**src/rtl/avg_pkg.sv**
```systemverilog
// avg_pkg: shared defaults and FSM encoding for sample_avg_filter.
package avg_pkg;
  localparam int DEF_DATA_W = 10;
  localparam int DEF_LOG2_TAPS = 4;
  localparam int MIDSCALE = 512;
  typedef enum logic [1:0] {IDLE, READ, UPDATE, OUTPUT} state_t;
endpackage

```
**src/rtl/sample_ram.sv**
```systemverilog
// sample_ram: single-port N x DATA_W sample store, one-cycle synchronous read.
module sample_ram #(
  parameter int DATA_W = 10,
  parameter int ADDR_W = 4
) (
  input  logic              clk,
  input  logic              we,
  input  logic [ADDR_W-1:0] addr,
  input  logic [DATA_W-1:0] d,
  output logic [DATA_W-1:0] q
);
  logic [DATA_W-1:0] mem [1<<ADDR_W];
  always_ff @(posedge clk) begin
    if (we) mem[addr] <= d;
    q <= mem[addr];
  end
endmodule

```
**src/rtl/sample_avg_filter.sv**
```systemverilog
// sample_avg_filter: 2^LOG2_TAPS moving average over strobed samples.
// Define AVG_DC_REMOVE_EN to output the midscale-centred DC-removed sample instead.
module sample_avg_filter
  import avg_pkg::*;
#(
  parameter int DATA_W = DEF_DATA_W,
  parameter int LOG2_TAPS = DEF_LOG2_TAPS
) (
  input  logic              clk,
  input  logic              rst_n,
  input  logic              x_valid,
  input  logic [DATA_W-1:0] x,
  output logic [DATA_W-1:0] y,
  output logic              y_valid,
  output logic              busy
);
  localparam int N = 1 << LOG2_TAPS;
  localparam int SUM_W = DATA_W + LOG2_TAPS;
  state_t                 state;
  logic [LOG2_TAPS-1:0]   wr_ptr;
  logic [LOG2_TAPS:0]     fill;
  logic [SUM_W-1:0]       sum, sum_nxt;
  logic [DATA_W-1:0]      x_reg, ram_q, old, avg_nxt, y_nxt;
  logic                   full;
  sample_ram #(.DATA_W(DATA_W), .ADDR_W(LOG2_TAPS)) u_ram (
    .clk(clk), .we(state == UPDATE), .addr(wr_ptr), .d(x_reg), .q(ram_q)
  );
  // The RAM reads wr_ptr every cycle, so ram_q holds the oldest tap by UPDATE.
  always_comb begin
    full = fill == (LOG2_TAPS+1)'(N);
    old = full ? ram_q : '0;
    sum_nxt = sum + SUM_W'(x_reg) - SUM_W'(old);
    avg_nxt = DATA_W'(sum_nxt >> LOG2_TAPS);
  end
`ifdef AVG_DC_REMOVE_EN
  localparam logic signed [DATA_W+1:0] MID = (DATA_W+2)'(MIDSCALE);
  localparam logic signed [DATA_W+1:0] TOP = (DATA_W+2)'((1 << DATA_W) - 1);
  logic signed [DATA_W+1:0] hp;
  always_comb begin
    hp = $signed({2'b00, x_reg}) - $signed({2'b00, avg_nxt}) + MID;
    y_nxt = hp < 0 ? '0 : hp > TOP ? '1 : hp[DATA_W-1:0];
  end
`else
  assign y_nxt = avg_nxt;
`endif
  always_ff @(posedge clk or negedge rst_n) begin
    if (!rst_n) begin
      state <= IDLE;
      wr_ptr <= '0;
      fill <= '0;
      sum <= '0;
      x_reg <= '0;
      y <= '0;
      y_valid <= 1'b0;
      busy <= 1'b0;
    end else begin
      case (state)
        IDLE: if (x_valid) begin
          x_reg <= x;
          busy <= 1'b1;
          state <= READ;
        end
        READ: state <= UPDATE;
        UPDATE: begin
          sum <= sum_nxt;
          wr_ptr <= wr_ptr + 1'b1;
          if (!full) fill <= fill + 1'b1;
          y <= y_nxt;
          y_valid <= 1'b1;
          state <= OUTPUT;
        end
        default: begin
          y_valid <= 1'b0;
          busy <= 1'b0;
          state <= IDLE;
        end
      endcase
    end
  end
endmodule

```
**config.mk**
```make
export PLATFORM = sky130hd
export DESIGN_NAME = sample_avg_filter
export DESIGN_NICKNAME = d
export VERILOG_FILES = /design/src/rtl/avg_pkg.sv /design/src/rtl/sample_ram.sv /design/src/rtl/sample_avg_filter.sv
export SDC_FILE = /design/constraint.sdc
export NUM_CORES = 1
export LEC_CHECK = 0
export ABC_AREA = 1
export CORE_MARGIN = 2
export CORE_UTILIZATION = 53
export CTS_CLUSTER_SIZE = 14
export DETAILED_ROUTE_END_ITERATION = 7
export PLACE_DENSITY = 0.7
export SETUP_SLACK_MARGIN = 0.15
export SYNTH_ARGS = -nofsm -noshare
export SYNTH_HDL_FRONTEND = slang
export SYNTH_HIERARCHICAL = 1
export SYNTH_SLANG_ARGS = --single-unit
export TNS_END_PERCENT = 1
```
**constraint.sdc**
```tcl
create_clock -name clk -period 3.8 [get_ports clk]
set_input_delay 0.76 -clock clk [delete_from_list [all_inputs] [get_ports clk]]
set_output_delay 0.76 -clock clk [all_outputs]
set_load 0.05 [all_outputs]
```
# --- Yosys cells after proc, flatten, opt, wreduce, memory -nomap -nowiden ---
# Memories as Yosys holds them, arrays and structs flattened. A register that Yosys moved wholly into a read port is not among the register bits.
# Index checks and enable logic that the tools add are counted.
word_totals:
  wordCells: 33
  memories: 1
  regBits: 47
  output_inout_bits: 12
  ramBits: 160
  inputBits: 13
classes:
  n_addsub: 4
  bitwise_logic: 2
  n_reduce_logical: 6
  n_eq_ne: 4
  muxes: 8
memory_table:
  columns: ["memory", "words", "width", "rd", "rd_clocked_by_memory_dff", "write_ports", "line_no", "source"]
  rows:
  - ["u_ram.mem", 16, 10, 1, 1, 1, "sample_ram.sv:12", "logic [DATA_W-1:0] mem [1<<ADDR_W];"]
op_table:
  columns: ["operator", "count"]
  rows:
  - ["$add 14x10->14", 1]
  - ["$sub 14x10->14", 1]
  - ["$mux 10", 1]
  - ["$pmux 2 s3", 1]
  - ["$reduce_and 2->1", 3]
  - ["$add 5x1->5 const B", 1]
  - ["$eq 5x5->1 const B", 1]
  - ["$add 4x1->4 const B", 1]
  - ["$pmux 1 s2", 2]
  - ["$reduce_or 2->1", 2]
  - ["$mux 1", 3]
  - ["$eq 2x1->1 const B", 1]
  - ["$eq 2x2->1 const B", 1]
  - ["$logic_not 2->1", 1]
  - ["$mux 2", 1]
  - ["$ne 2x2->1 const B", 1]
  - ["$not 1->1", 2]

# --- Longest topological paths before layout ---
# Gate-level depths: netlist of run 1.
depth:
  depth_word: 4
  depth_mapped: 18
  mapped_depth_nobuf: 17

# --- Cells and area by module ---
# The synthesis of run 1 kept the hierarchy.
by_module_without_submodules:
  columns: ["module", "area_each_um2", "seq_area_each_um2", "n_inst", "cells_per_inst"]
  rows:
  - ["sample_ram", 7015.5, 5004.8, 1, 679]
  - ["sample_avg_filter", 2765.2, 925.9, 1, 376]

# --- Worst setup path after synthesis of run 1 ---
# No wires, ideal clock.
synth_path:
  kind: "reg2reg"
  start: "register fill[0]"
  end: "register y[9]"
  path_stages_with_launch: 16
  setup_slack_ps: 1193
  period_less_slack_ps: 2607
  setup_ps: 117
  path_buffers: 1
  required_time_ps: 3683
  arrival_ps: 2489
  path_cell_list: "dfrtp_1 > inv_1 > ha_1 > nand3_2 > clkbuf_1 > nor2_1 > fa_1 > inv_1 > ha_1 > or2_1 > nand3_2 > nand2_2 > nand2_1 > nand3_1 > nand3_1 > nand2_1"
synth_via:
  elab_chain_len: 3
synth_lines:
  columns: ["item", "line_no", "source"]
  rows:
  - ["from (decl)", "sample_avg_filter.sv:21", "logic [LOG2_TAPS:0] fill;"]
  - ["from (signal assigned)", "sample_avg_filter.sv:67", "if (!full) fill <= fill + 1'b1;"]
  - ["$eq 5x5->1", "sample_avg_filter.sv:30", "full = fill == (LOG2_TAPS+1)'(N);"]
  - ["$mux 10", "sample_avg_filter.sv:31", "old = full ? ram_q : '0;"]
  - ["$sub 14x10->14", "sample_avg_filter.sv:32", "sum_nxt = sum + SUM_W'(x_reg) - SUM_W'(old);"]
  - ["to (signal assigned)", "sample_avg_filter.sv:68", "y <= y_nxt;"]
  - ["to (decl)", "sample_avg_filter.sv:13", "output logic [DATA_W-1:0] y,"]
# Every way passes these cells.
# A chain may end at the register's enable or synchronous reset.

# --- Worst setup path after layout of run 1 ---
# Ends and elaborated chain as after synthesis.

==> flow_summary.toml, run 1 <==
[run_status]
status = "complete, no violations"

[grt]
first_global_vias = 6483
antenna_found_initial = 0
grt_pass1_wl_mm = 33.6
grt_max_degree = 71
overflow = 0
grt_usage_pct = 21.8

[critical_path]
worstSetupPathType = "reg -> reg"
crit_path_cell_trace = "inv_1, ha_1, nand3_2, nor2_1, fa_1, inv_1, ha_1, nand2_1, inv_1, nand2_1, nand2_1, a21oi_1, nand3_1, nand3_1, nand2_1"
crit_arrival_ns = 3.21
end_kind = "flip-flop"
slowest_stage = "fa_1"
path_buf_inv = 3
crit_family = "simple AND/OR/NAND/NOR gates"
max_stage_delay_ns = 0.45
cp_data_required_time_ns = 4.18
cpMostUsedCell = "nand2_1"
start_kind = "flip-flop"
path_max_fanout = 11

[floorplan]
dieArea_um2 = 19600
design.core.area_um2 = 18000
die_h_um = 140
fp.dieW_um = 140
rows = 49
ioPinCount = 25
start_util_pct = 54.3

[clock_network]
cts-hold-fix-buffers = 0
cts_buffers = 22
numClockSinks = 207
cts_max_path_buffers = 3
cts_max_level = 1
ctsResizeCount = 0
clk_pin_slew_ns = 0.06
cts_root_buffer = "clkbuf_16"
postCtsSetupBuffers = 0
clk_latency_ns = 0.49
cts_tree = "built"

[cells_and_area]
layout.nets = 1120
antennaDiodeCount = 0
syn_to_final_growth_pct = 10.5
drive_gt1_share_pct = 6.59
top_register = "u_ram/mem"
largest_reg_flops = 160

[yosys]
netlist_area_um2 = 9780
ys_seq_area_share_pct = 60.6
synth_fp_nets = 1098
avgSynthCellArea_um2 = 9.27
synthTopCellsByArea = "edfxtp_1 (49%), nand2_1 (20%), dfrtp_1 (9.5%), inv_1 (4.4%), ha_1 (2.6%)"
yosysTopAreaCell = "edfxtp_1"
synth_warnings = 6
yosysMostFrequentCell = "nand2_1"
syn_inst = 1055
ys_async_sr_fraction_pct = 17.9
ys_top_cells_by_count = "nand2_1 (514), edfxtp_1 (160), inv_1 (114)"
synthFlopType = "edfxtp_1"
synth-seq-cells = 207
synth_cell_types = 31
synth_top_area_share_pct = 49.1
synth_edf_count = 160

[sta]
max_clock_freq_ghz = 0.354
worstMarginPinSlew_ns = 1.14
period_minus_slack_ns = 2.83
finClkSkew_ns = 0.00848
rsz0062_at_grt = "false"
max_slew_margin_pct = 24.0
finalSetupViolCount = 0
period_share_pct = 74.4
tns_ns = 0
fin_ws_ns = 0.974
slew_violations = 0
hold_viol = 0

[drt]
vias = 6636
drt_first_pass_iters = 5
ant_nets = 0
drc_errors = 0
wl_mm = 21.0
routedWlPerCell_um = 15.9
viasPerCell = 5.02
dr.first_iter.drc_count = 569

[power]
peakVddDrop_uv = 600
power_density_nw_per_um2 = 933
p_leak_nw = 4.94

[job]
cap_violations = 0

[placed_design]
port_buffers = 24
dp_slack_ns = 1.05
hpwl_mm = 13.0
gp_congestion = 0.847

[worst_hold_path]
hp-class = "in -> async"
## through the flow
stage                     area (µm²)  hold slack, ns  power [mW]  util, %  instances
after floorplan                 9780           0.448        6.95        -       1055
after global placement         10100           0.462        8.00     56.2       1282
after detailed placement       10100           0.469        8.10     56.2       1282
after CTS                      10800           0.411        10.1     60.0       1322
after global routing           10800           0.471        10.9     60.0       1322
final                          10800           0.388        10.1     60.0       1322
## final timing paths
kind | start | to | slack (ns) | cells after the start
worst min register to register | sum[0]$_DFFE_PN0P_ | sum[0]$_DFFE_PN0P_ | 0.48 | 2
worst min-delay path | rst_n | x_reg[9]$_DFFE_PN0P_ | 0.39 | 1
worst max-delay path | fill[0]$_DFFE_PN0P_ | y[9]$_DFFE_PN0P_ | 0.97 | 15
min in group clk | sum[0]$_DFFE_PN0P_ | sum[0]$_DFFE_PN0P_ | 0.48 | 2
worst max register to register | fill[0]$_DFFE_PN0P_ | y[9]$_DFFE_PN0P_ | 0.97 | 15
max in group asynchronous | rst_n | wr_ptr[0]$_DFFE_PN0P_ | 2.79 | 1
## cell usage in the layout, fill, tap and decap left out, drive strengths merged, types with 10 or more instances in the layout
cell,synthesis,final
a21oi,22,22
buf,39,19
clkbuf,5,28
clkdlybuf4s50,0,23
clkinv,2,13
dfrtp,37,37
dfxtp,10,10
edfxtp,160,160
fa,10,10
ha,20,20
inv,120,120
nand2,518,518
nand3,20,20
nor2,60,60
o21ai,11,11
## cell type report
class,instances,area (µm²)
clock inverter,12,57.6
multi-input combinational,682,3090
inverter,122,458
tap,229,287
clock buffer,28,614
timing repair buffer,42,370
fill,1527,7220
sequential,207,5930
## worst register-to-register path, delay by kind of cell, from the launching register on
kind                       cells  cell delay [ns]
AOI/OAI and AO/OA              1             0.19
adders and majority gates      3             0.91
buffers and inverters          3             0.22
DFF                            1             0.39
and+or+nand+nor                8             1.01
## kinds of logic (layout without fill, tap and decap cells)
logic type | count (synthesis) | count (layout) | share of synthesized area, %
and+or+nand+nor | 605 | 605 | 24.1
buffers and inverters | 166 | 204 | 7.79
xor gates and xnor gates | 11 | 11 | 0.985
adders and majority gates | 30 | 30 | 4.61
AOI/OAI and AO/OA | 36 | 36 | 1.89
DFF | 207 | 207 | 60.6
## report_power, final
group / switching [mW] / internal [mW]
Combinational: 3.27 / 1.47
Sequential: 0.280 / 3.10
Clock: 0.832 / 1.14
## routing by layer
layer  wire (µm)  track usage, %  vias up
li1            -               -     3329
met3         955            2.41       31
met2       10300            36.7      159
met1        9410            30.4     3117
met4         399            6.00        0
met5           0               0        -
(Power assumes the default switching activity.)
==> run 2: changes to the inputs <==
PLACE_DENSITY = 0.73   (was 0.7)
clock period = 2.3 ns   (was 3.8 ns; I/O delays follow)
==> run 2 against run 1 <==
  * The run now ends with setup timing left
  * Via count is 5.2% higher
  * Count of clock-buffer cells in the layout is 9 higher
  * Register-to-register slack worse by 1.2 ns
  * Core utilization is 4.6 points higher
  * Final cell count is 3.9% higher
==> flow_summary.toml, run 2 (same netlist as run 1, synthesis figures left out) <==
[critical_path]
worstSetupPathType = "reg -> reg"
start_kind = "flip-flop"
r2r-end = "y[1]$_DFFE_PN0P_"
crit_arrival_ns = 2.89
end_kind = "flip-flop"
slowest_stage = "fa_1"
r2r_slack_ns = -0.22
crit_path_cell_trace = "inv_2, ha_4, nand3_4, buf_12, nor2_4, fa_1, inv_2, ha_4, or2_1, nand3_2, nand2_4, buf_4, xnor2_2, o21ai_1"
max_stage_delay_ns = 0.42
path_max_fanout = 6
cp_data_required_time_ns = 2.67
rr_worst_depth = 14
r2r-start = "fill[1]$_DFFE_PN0P_"

[placed_design]
port_buffers = 24
gp_congestion = 0.897
hpwl_mm = 13.7

[cells_and_area]
top_register = "u_ram/mem"
mostFrequentLayoutCells = "nand2_1 (492), edfxtp_1 (160), inv_1 (97)"
layout.nets = 1171
syn_to_final_growth_pct = 18.9
antennaDiodeCount = 0
largest_reg_flops = 160
final_common_cell = "nand2_1"
drive_gt1_share_pct = 17.0

[grt]
grt_max_degree = 68
grt_pass1_wl_mm = 34.6
first_global_vias = 6697
grt_usage_pct = 22.5
antenna_found_initial = 0
overflow = 0

[clock_network]
cts_root_buffer = "clkbuf_16"
clk_latency_ns = 0.50
cts_max_path_buffers = 3
cts_buffers = 22
cts_tree = "built"
clk_pin_slew_ns = 0.06
cts_max_level = 1
numClockSinks = 207

[drt]
drt_first_pass_iters = 7
viasPerCell = 5.08
wl_mm = 21.9
drc_errors = 0
vias = 6981
routedWlPerCell_um = 15.9
dr.first_iter.drc_count = 559
ant_nets = 0

[sta]
rsz0062_at_grt = "true"
fin_ws_ns = -0.221
hold_viol = 0
period_minus_slack_ns = 2.52
slew_violations = 0
max_clock_freq_ghz = 0.397
worstMarginPinSlew_ns = 0.524
max_slew_margin_pct = 65.0
timing.hold.ws_ns = 0.468
finalSetupViolCount = 11
finClkSkew_ns = 0.0192
period_share_pct = 110

[floorplan]
die_h_um = 140
dieArea_um2 = 19600
rows = 49
design.core.area_um2 = 18000
fp.dieW_um = 140
start_util_pct = 54.3
ioPinCount = 25

[run_status]
violations = "setup timing"
status = "finished, violations left"

[job]
cap_violations = 0

[worst_hold_path]
hp-class = "in -> async"
-- run 2: changes by cell type in the layout (fill, tap and decap cells not counted), sizes merged --
cell / before / now
clkinvlp: 1 / 0
dlygate4sd3: 0 / 1
clkbuf: 28 / 37
buf: 19 / 69
clkdlybuf4s50: 23 / 12
dlygate4sd2: 0 / 9
dlymetal6s2s: 0 / 2
clkinv: 13 / 4
bufinv: 0 / 1
-- run 2: worst max path at each step --
stage	cells past startpoint	from	slack (ns)	end
global placement	16	fill[1]$_DFFE_PN0P_	-0.22	y[9]$_DFFE_PN0P_
floorplan	15	fill[0]$_DFFE_PN0P_	-0.05	y[9]$_DFFE_PN0P_
finish	14	fill[1]$_DFFE_PN0P_	-0.22	y[1]$_DFFE_PN0P_
detailed placement	16	fill[1]$_DFFE_PN0P_	-0.26	y[9]$_DFFE_PN0P_
global route	17	fill[0]$_DFFE_PN0P_	-0.35	y[6]$_DFFE_PN0P_
CTS	17	fill[1]$_DFFE_PN0P_	-0.19	y[9]$_DFFE_PN0P_
-- run 2: per-layer routing --
metal | up-vias | wire [µm] | track usage (%) | share of wire (%)
li1 | 3424 | - | - | -
met1 | 3320 | 9720 | 32.0 | 44
met2 | 202 | 10500 | 36.8 | 48
met3 | 35 | 1180 | 3.03 | 5.4
met4 | 0 | 419 | 5.89 | 1.9
met5 | - | 0 | 0 | 0
-- run 2: final cells by class --
| type | count | area, µm² |
|---|---|---|
| inverter | 122 | 458 |
| multi-input combinational | 682 | 3430 |
| sequential | 207 | 5930 |
| fill | 1436 | 6400 |
| timing repair buffer | 93 | 827 |
| clock buffer | 37 | 658 |
| tap | 229 | 287 |
| clock inverter | 3 | 40.0 |
-- run 2: timing repair --
action,4_1_cts,5_1_grt
hold buffers,1,0
hold endpoints to repair,18,0
buffers inserted,3,7
endpoints found under the setup margin,22,15
cloned,1,0
resized for setup,51,39
pin swaps,19,28
-- run 2: critical path: cells and delay by family, from the launching register on --
family          cells  cell delay [ns]
compound gates      1             0.07
xor+xnor            1             0.13
fa+ha+maj           3             0.78
buf+inv             4             0.47
flops               1             0.38
simple gates        5             0.55
-- run 2: per-stage QoR --
step           area [µm²]  setup WS (ns)  utilization [%]  instances  setup TNS (ns)
6_report            11600         -0.221             64.5       1373           -1.73
4_1_cts             11500         -0.190             63.6       1366           -1.44
3_5_place_dp        10600         -0.262             58.8       1321           -1.84
3_3_place_gp        10600         -0.218             58.8       1321           -1.26
2_1_floorplan        9910        -0.0475                -       1055          -0.241
5_1_grt             11600         -0.353             64.5       1373           -3.15
Power of run 2 is left out: the tool's default activity adds up to more than one toggle a clock period on the data nets, which glitch-free logic cannot reach.
==> run 3: changes to the inputs <==
PLACE_DENSITY = 0.7   (was 0.73)
clock period = 2.93 ns   (was 2.3 ns; I/O delays follow)
==> run 3 against run 2 <==
  * The run now ends clean
  * Non-clock buffer count down 33
  * Sequential cell count unchanged
  * Critical path depth up 1
  * Via count down 4.7%
  * Worst hold slack worse by 0.27 ns
  * Core utilization down 3.4 points
  * Design area down 5.3%
  * Largest cell class unchanged
==> flow_summary.toml, run 3 (same netlist as run 1, synthesis figures left out) <==
[critical_path]
r2r-start = "fill[1]$_DFFE_PN0P_"
crit_arrival_ns = 2.95
slowest_stage = "fa_1"
crit_family = "adder cells"
worstSetupPathType = "reg -> reg"
r2r_slack_ns = 0.35
start_kind = "flip-flop"
crit_path_cell_trace = "inv_1, ha_4, nand3_2, nor2_2, fa_1, inv_1, ha_4, nand2_1, inv_2, nand2_1, nand2_1, a21oi_1, nand2_1, nand2_1, o22ai_1"
cpMostUsedCell = "nand2_1"
cp_data_required_time_ns = 3.30
rr_worst_depth = 15
path_max_fanout = 5
end_kind = "flip-flop"
r2r-end = "y[2]$_DFFE_PN0P_"
path_buf_inv = 3
max_stage_delay_ns = 0.45

[floorplan]
fp.dieW_um = 140
dieArea_um2 = 19600
start_util_pct = 54.3
ioPinCount = 25
die_h_um = 140
rows = 49
design.core.area_um2 = 18000

[drt]
ant_nets = 0
dr.first_iter.drc_count = 523
drt_first_pass_iters = 5
routedWlPerCell_um = 15.4
wl_mm = 20.6
vias = 6653
viasPerCell = 4.96
drc_errors = 0

[clock_network]
cts_max_level = 1
clk_pin_slew_ns = 0.06
cts_buffers = 22
cts-hold-fix-buffers = 0
cts_tree = "built"
clk_latency_ns = 0.49
cts_root_buffer = "clkbuf_16"
numClockSinks = 207
cts_max_path_buffers = 3

[cells_and_area]
final_common_cell = "nand2_1"
fin_util_pct = 61.1
fillers = 1505
syn_to_final_growth_pct = 12.5
layout.nets = 1139
stdcell_count = 1341
seq_area_um2 = 5930
mostFrequentLayoutCells = "nand2_1 (514), edfxtp_1 (160), inv_1 (113)"
drive_gt1_share_pct = 8.45
antennaDiodeCount = 0
multiInputGateArea_um2 = 3140
top_register = "u_ram/mem"
largest_reg_flops = 160

[run_status]
status = "complete, no violations"

[grt]
grt_pass1_wl_mm = 32.6
grt_max_degree = 64
antenna_found_initial = 0
first_global_vias = 6288
overflow = 0
grt_usage_pct = 21.2

[sta]
max_clock_freq_ghz = 0.387
period_share_pct = 88.2
rsz0062_at_grt = "false"
tns_ns = 0
period_minus_slack_ns = 2.58
fin_ws_ns = 0.346
finalSetupViolCount = 0
max_slew_margin_pct = 43.7
hold_viol = 0
worstMarginPinSlew_ns = 0.844
slew_violations = 0
finClkSkew_ns = 0.0148

[placed_design]
post-place-cells = 1299
dp_slack_ns = 0.165
port_buffers = 24
hpwl_mm = 13.1
gp_congestion = 0.846

[job]
cap_violations = 0

[power]
peakVddDrop_uv = 895
p_leak_nw = 5.02
power_density_nw_per_um2 = 1200

[worst_hold_path]
hp-class = "in -> async"
==> run 3: changes by cell type in the layout (fill, tap and decap cells not counted), moves of 5 or more <==
cell             delta
ha_4                -8
ha_1                +9
inv_2              -16
dlygate4sd2_1       -9
a21oi_1             +5
buf_4              -26
inv_1              +16
a21oi_2             -5
nor2_4              -9
nor2_1             +11
nand2_1            +22
nand2_2            -19
clkdlybuf4s50_1    +11
==> run 3: worst max-delay path by stage <==
stage / slack [ns] / to / from / depth (start not counted)
global route: 0.15 / y[9]$_DFFE_PN0P_ / fill[2]$_DFFE_PN0P_ / 15
floorplan: 0.32 / y[9]$_DFFE_PN0P_ / fill[0]$_DFFE_PN0P_ / 15
detailed placement: 0.16 / y[2]$_DFFE_PN0P_ / fill[0]$_DFFE_PN0P_ / 15
finish: 0.35 / y[2]$_DFFE_PN0P_ / fill[1]$_DFFE_PN0P_ / 15
CTS: 0.16 / y[9]$_DFFE_PN0P_ / fill[0]$_DFFE_PN0P_ / 15
global placement: 0.21 / y[2]$_DFFE_PN0P_ / fill[0]$_DFFE_PN0P_ / 15
==> run 3: power breakdown <==
group	internal, mW	total (mW)	switching [mW]	leakage, nW
combinational	2.03	6.30	4.27	2.76
clock	1.49	2.55	1.06	0.317
sequential	4.01	4.34	0.326	1.94
total	7.53	13.2	5.66	5.02
==> run 3: final cells by class <==
| cell class | instances | share of cell area (%) |
|---|---|---|
| sequential | 207 | 53.9 |
| multi-input combinational | 683 | 28.6 |
| clock buffer | 34 | 5.79 |
| timing repair buffer | 60 | 4.71 |
| inverter | 122 | 4.16 |
| tap | 229 | 2.60 |
| clock inverter | 6 | 0.284 |
==> run 3: repair_timing <==
item                       in CTS  in global routing
buffers inserted                0                  1
gates resized for setup         1                  9
setup endpoints to repair       1                  9
pin swaps                       0                  0
gates cloned                    0                  1
==> run 3: metal layers <==
layer	GRT usage (%)	wire length, µm	vias up
met5	0	0	-
met4	6.74	520	0
met1	30.2	9480	3094
li1	-	-	3363
met3	2.86	986	31
met2	34.0	9620	165
==> run 3: through the flow <==
step,power [mW],hold WS (ns),area [µm²]
floorplan,9.01,0.290,9780
global placement,10.5,0.467,10300
detailed placement,10.6,0.479,10300
CTS,13.2,0.215,10900
global route,14.2,0.271,11000
finish,13.2,0.199,11000
